<file path="src/rtl/id_ex_pipe_reg.sv">
// ID/EX pipeline stage register with valid/ready handshake.
//
// Carries the decoded control bundle {WREG, M2REG, WMEM, ALUC[2:0], ALUIMM, SHIFT},
// both source operands, the extended immediate and the destination register
// from decode into EX. The stage supports hazard stalls through valid/ready,
// a synchronous flush for branch/jump squash, and control zeroing on bubbles.
//
// Build option:
//   PIPE_SKID_EN  defined   -> two-entry skid buffer; in_ready is a flop output,
//                              so there is no combinational path out_ready->in_ready.
//                 undefined -> single entry; in_ready = !out_valid || out_ready.
//
// Ports:
//   clk, rst        clock, asynchronous active-high reset
//   flush           squash held and incoming beats (next state empty)
//   in_valid/ready  decode-side handshake
//   in_ctrl, in_src_a, in_src_b, in_imm, in_rd    incoming beat
//   out_valid/ready EX-side handshake
//   out_ctrl        control bundle, zero whenever out_valid is low
//   out_src_a, out_src_b, out_imm, out_rd         registered payload
//   occupancy       number of held beats (0..2)
module id_ex_pipe_reg #(
  parameter int unsigned DATA_W = 32,
  parameter int unsigned CTRL_W = 8,
  parameter int unsigned ADDR_W = 5
) (
  input  logic              clk,
  input  logic              rst,
  input  logic              flush,
  input  logic              in_valid,
  output logic              in_ready,
  input  logic [CTRL_W-1:0] in_ctrl,
  input  logic [DATA_W-1:0] in_src_a,
  input  logic [DATA_W-1:0] in_src_b,
  input  logic [DATA_W-1:0] in_imm,
  input  logic [ADDR_W-1:0] in_rd,
  output logic              out_valid,
  input  logic              out_ready,
  output logic [CTRL_W-1:0] out_ctrl,
  output logic [DATA_W-1:0] out_src_a,
  output logic [DATA_W-1:0] out_src_b,
  output logic [DATA_W-1:0] out_imm,
  output logic [ADDR_W-1:0] out_rd,
  output logic [1:0]        occupancy
);

  localparam int unsigned BeatW = CTRL_W + 3 * DATA_W + ADDR_W;

  typedef enum logic [1:0] {
    StEmpty = 2'd0,
    StFull  = 2'd1,
    StSkid  = 2'd2
  } state_e;

  state_e             state_q, state_d;
  logic [BeatW-1:0]   out_beat_q, out_beat_d;
  logic [BeatW-1:0]   in_beat;
  logic [CTRL_W-1:0]  held_ctrl;
  logic               accept;
  logic               deliver;

  assign in_beat   = {in_ctrl, in_src_a, in_src_b, in_imm, in_rd};
  assign out_valid = (state_q != StEmpty);
  assign accept    = in_valid && in_ready;
  assign deliver   = out_valid && out_ready;

`ifdef PIPE_SKID_EN
  logic [BeatW-1:0] skid_beat_q, skid_beat_d;
  logic             in_ready_q, in_ready_d;

  assign in_ready   = in_ready_q;
  assign occupancy  = (state_q == StSkid) ? 2'd2 : (state_q == StFull) ? 2'd1 : 2'd0;
`else
  assign in_ready   = !out_valid || out_ready;
  assign occupancy  = {1'b0, (state_q == StFull)};
`endif

  always_comb begin
    state_d    = state_q;
    out_beat_d = out_beat_q;
`ifdef PIPE_SKID_EN
    skid_beat_d = skid_beat_q;
`endif
    if (flush) begin
      // Squash wins: any beat offered this cycle is dropped, a deliver still counts.
      state_d = StEmpty;
    end else begin
      case (state_q)
        StEmpty: begin
          if (accept) begin
            state_d    = StFull;
            out_beat_d = in_beat;
          end
        end
        StFull: begin
          if (deliver) begin
            if (accept) begin
              out_beat_d = in_beat;
            end else begin
              state_d = StEmpty;
            end
          end else if (accept) begin
`ifdef PIPE_SKID_EN
            state_d     = StSkid;
            skid_beat_d = in_beat;
`endif
          end
        end
`ifdef PIPE_SKID_EN
        StSkid: begin
          if (deliver) begin
            state_d    = StFull;
            out_beat_d = skid_beat_q;
          end
        end
`endif
        default: state_d = StEmpty;
      endcase
    end
  end

`ifdef PIPE_SKID_EN
  // Registered ready: derived from the next state so it never sees out_ready combinationally.
  always_comb begin
    in_ready_d = (state_d != StSkid);
  end
`endif

  always_ff @(posedge clk or posedge rst) begin
    if (rst) begin
      state_q    <= StEmpty;
      out_beat_q <= '0;
`ifdef PIPE_SKID_EN
      skid_beat_q <= '0;
      in_ready_q  <= 1'b1;
`endif
    end else begin
      state_q    <= state_d;
      out_beat_q <= out_beat_d;
`ifdef PIPE_SKID_EN
      skid_beat_q <= skid_beat_d;
      in_ready_q  <= in_ready_d;
`endif
    end
  end

  assign {held_ctrl, out_src_a, out_src_b, out_imm, out_rd} = out_beat_q;
  // Bubbles carry no control so EX never sees a spurious WREG/WMEM.
  assign out_ctrl = out_valid ? held_ctrl : '0;

endmodule

</file>
<file path="config.mk">
export PLATFORM = sky130hd
export DESIGN_NAME = id_ex_pipe_reg
export DESIGN_NICKNAME = d
export VERILOG_FILES = /design/src/rtl/id_ex_pipe_reg.sv
export SDC_FILE = /design/constraint.sdc
export NUM_CORES = 1
export LEC_CHECK = 0
export BUFFER_PORTS_ARGS = -buffer_cell sky130_fd_sc_hd__buf_4
export CAP_MARGIN = 30
export CORE_UTILIZATION = 40
export CTS_BUF_LIST = sky130_fd_sc_hd__clkbuf_2
export CTS_CLUSTER_DIAMETER = 60
export DETAILED_ROUTE_END_ITERATION = 7
export PLACE_DENSITY = 0.7
export SYNTH_ARGS = -nofsm -noshare
export SYNTH_HDL_FRONTEND = slang
export SYNTH_SLANG_ARGS = --single-unit
</file>
<file path="constraint.sdc">
create_clock -name clk -period 8.14 [get_ports clk]
set_input_delay 2.442 -clock clk [delete_from_list [all_inputs] [get_ports clk]]
set_output_delay 2.442 -clock clk [all_outputs]
set_load 0.03 [all_outputs]
</file>
Word-level counts from Yosys, hierarchy flattened
Cells that the tools add are included.
{ "word_totals": {"ff_bits": 111, "output_inout_bits": 113} }
{ "op_classes": {"eq_ne": 5, "n_mux": 9, "bitwise_logic": 1, "n_reduce_logical": 9} }
{ "op_table": {"columns": ["cell", "n"], "rows": [
  ["109-bit 2-to-1 mux", 2],
  ["109-bit one-hot mux with 2 select lines", 1],
  ["2-bit 2-to-1 mux", 4],
  ["8-bit 2-to-1 mux", 1],
  ["3-bit inequality test, second input constant", 2],
  ["3-bit AND reduction", 2],
  ["2-bit one-hot mux with 2 select lines", 1],
  ["2-bit nonzero test", 2],
  ["3-bit by 2-bit inequality test with 1-bit output, second input constant", 1],
  ["2-bit by 1-bit == test with 1-bit output, second input constant", 1],
  ["1-bit logical AND", 2],
  ["2-bit zero test", 1],
  ["2-bit by 1-bit inequality test with 1-bit output, second input constant", 1],
  ["1-bit zero test", 1],
  ["1-bit logical OR", 1],
  ["1-bit NOT", 1]
]} }

Depth between registers and ports, before layout
{ "logic_depth": {"word_depth": 8, "ltp_mapped": 6} }

Least setup slack after synthesis
OpenSTA, ideal clock, no wires.
{ "synth_timing": {"path_kind": "input to output", "start": "in out_ready", "end": "out in_ready", "arrival_time_ns": 2.692, "required_ns": 5.698, "path_slack_ns": 3.006, "stages": 2, "path_buffers": 0, "path_cell_list": "nor2b_4 -> inv_1"} }
{ "synth_between": {"elab_chain_cells": 1} }
{ "synth_rtl": {"columns": ["element", "line", "text"], "rows": [
  ["from (decl)", "38", "input logic out_ready,"],
  ["1-bit logical OR", "74", "assign in_ready = !out_valid || out_ready;"],
  ["to (decl)", "31", "output logic in_ready,"]
]} }
Every way passes these cells.

Worst setup path after layout
Same ends and word-level chain as after synthesis.

==> summary.txt <==
Worst skew pair latency - 0.58 ns
Hold Vio Cnt, Final - 0
Mapped Cells - 349
Main synth FF type - dfrtp_1
Sequential share of the synthesized area - 0.552
Switching Share - 0.346
CP startpoint kind - primary input
Sequential Area - 2750 um2
RSZ-0062 raised after global routing - no
WP buf/inv - 3
Final period util - 0.658
Asr flop ratio synth - 1.00
Final setup violation count - 0
Crit-path most repeated cell - buf_4
Max incr delay on CP - 0.16 ns
Ys Warns - 0
TritonCTS clock tree - done
Min Clock Period, post-route - 5.36 ns
Count of cell types in the netlist - 12
Fillers - 1078
Clock power share - 0.167
Synth cell count leaders - buf_4, dfrtp_1, mux2_2, mux2_4, and2_1
Power density over cell area - 234 nW/um2
Starting Density - 0.412
Critical path cell sequence - buf_4, nor2b_4, inv_1, buf_4
IO Port Bufs - 225
Vias per inst - 4.44
Routed Antenna Nets - 0
Multi-input gate area - 1360 um2
VDD IR-drop max - 0.0000928 V
Resized Gates After CTS - 0
DRC Markers - 0
Slowest CP cell - buf_4
Worst-path maximum fanout - 3
Antenna violations before repair - 0
# nets final - 587
Worst min path class - register to register
Clock transition at the registers of the reported paths - 0.23 ns
Most common cell in the netlist - buf_4
GRT Util Overall - 0.151
CORE AREA - 12100 um2
Drt wl/cell - 14.9 um
RePlAce Congestion - 0.693
CTS max path bufs - 2
GRT overflow - 0
Post-synth EDFFs - 0
Post-Route Skew - 0.0263 ns
Area Overhead vs Synth - 23.2%
Clk sinks - 110
Postcts setup bufs - 0
Synth top area share - 0.552
CP required - 5.70 ns
CP Capture Type - primary output
Die width - 114 um
First-pass GRT wire length - 14.9 mm
Dpl hpwl - 7.07 mm
Pleak - 2.96 nW
N_diodes - 0
Power, Total - 0.00144 W
Router iterations before antenna repair - 4
Root Buffer - clkbuf_2
1st-iter DRT viols - 55
Io pins - 227
Layout cells sized above 1 - 0.744
Seq cells post-synth - 110
Status - finished, final reports clean
Slew @ Worst Pin - 0.774 ns
Syn_area_per_cell - 14.3 um2
Synth area leader - dfrtp_1
Max Cap Viol - 0
Crit Path Category - primary input to primary output
Slew HR - 0.484
Die Ht - 114 um
Pint - 0.000939 W
# rows - 40
WL final - 9.62 mm
Seq pwr share - 0.480
Net switching power - 0.000496 W
Post-Syn Area - 4990 um2
Num CTS Buffers - 9
Largest net degree at the start of global routing - 58
Setup TNS - 0 ns
Max-slew violations - 0
Mapped Nets - 463
Die ar. - 12900 um2
Critical path's top delay family - buffers and inverters
Worst path arrival time - 2.92 ns
Via Count - 2865
Cts hold-fix bufs - 0
Largest cells by area after synthesis - dfrtp_1, mux2_2, buf_4, mux2_4, and2_1
Vias in the first global route - 2957
Max Fclk - 0.187 GHz
Part of the power in combinational logic - 0.354
# H-tree levels - 3
## worst register-to-register path, stage by stage (launching register included)
cell	delay (ns)
dfrtp_1	0.64
nor2b_4	0.24
nor3b_4	0.19
buf_4	0.62
mux2_2	0.48
## registers in the layout, indices dropped and copies added, names as in the netlist
register and cells:
out_beat_q 109, state_q 1
## per-stage QoR
step / cell area, um2 / hold WS, ns / utilization / cells / setup WS, ns
CTS: 6150 / 0.545 / 0.508 / 645 / 2.77
detailed placement: 6040 / 0.488 / 0.499 / 630 / 2.78
finish: 6150 / 0.540 / 0.508 / 645 / 2.78
floorplan: 4990 / 0.472 / - / 349 / 2.80
global placement: 6040 / 0.482 / 0.499 / 630 / 2.78
global route: 6150 / 0.557 / 0.508 / 645 / 2.75
## layer usage
metal | wire (um) | vias to the layer above | GRT usage
li1 | - | 1306 | -
met1 | 3750 | 1412 | 0.171
met2 | 4860 | 131 | 0.255
met3 | 813 | 16 | 0.0494
met4 | 201 | 0 | 0.0763
met5 | 0 | - | 0
## area by class of cell
class	instances	share of cell area
Sequential cell	110	0.448
Timing Repair Buffer	228	0.278
Multi-Input combinational cell	122	0.221
Tap cell	168	0.0342
Clock buffer	11	0.00896
Clock inverter	4	0.00794
Inverter	2	0.00163
## power groups by stage
stage / logic (W) / clock network [W] / registers [W]
final: 0.000508 / 0.000239 / 0.000689
after global routing: 0.000532 / 0.000272 / 0.000703
after CTS: 0.000514 / 0.000256 / 0.000691
after detailed placement: 0.000514 / 0 / 0.000700
after global placement: 0.000507 / 0 / 0.000695
after floorplan: 0.000438 / 0 / 0.000684
## cells by family after synthesis
family,after synthesis,synth area share
buf+inv,117,0.177
flops,110,0.552
mux,109,0.253
simple gates,12,0.0168
other cells,1,0.000751
## cell usage in the layout, fill, tap and decap left out, drive strengths merged
| cell | instances |
|---|---|
| conb | 1 |
| nor2b | 1 |
| inv | 2 |
| bufinv | 1 |
| nor3b | 1 |
| and2 | 8 |
| buf | 228 |
| nor2 | 2 |
| clkinv | 3 |
| mux2 | 109 |
| clkbuf | 11 |
| dfrtp | 110 |
## worst paths after layout
check	start	to	slack, ns	depth (start not counted)
max in group asynchronous	rst	out_beat_q[54]	5.04	3
min in group asynchronous	rst	out_beat_q[33]	1.91	2
max reg2reg	state_q[0]	out_beat_q[55]	5.87	4
max	out_ready	in_ready	2.78	4
min reg2reg	out_beat_q[57]	out_beat_q[57]	0.54	1
min	out_beat_q[57]	out_beat_q[57]	0.54	1
Power figures use the tool's default switching activity.
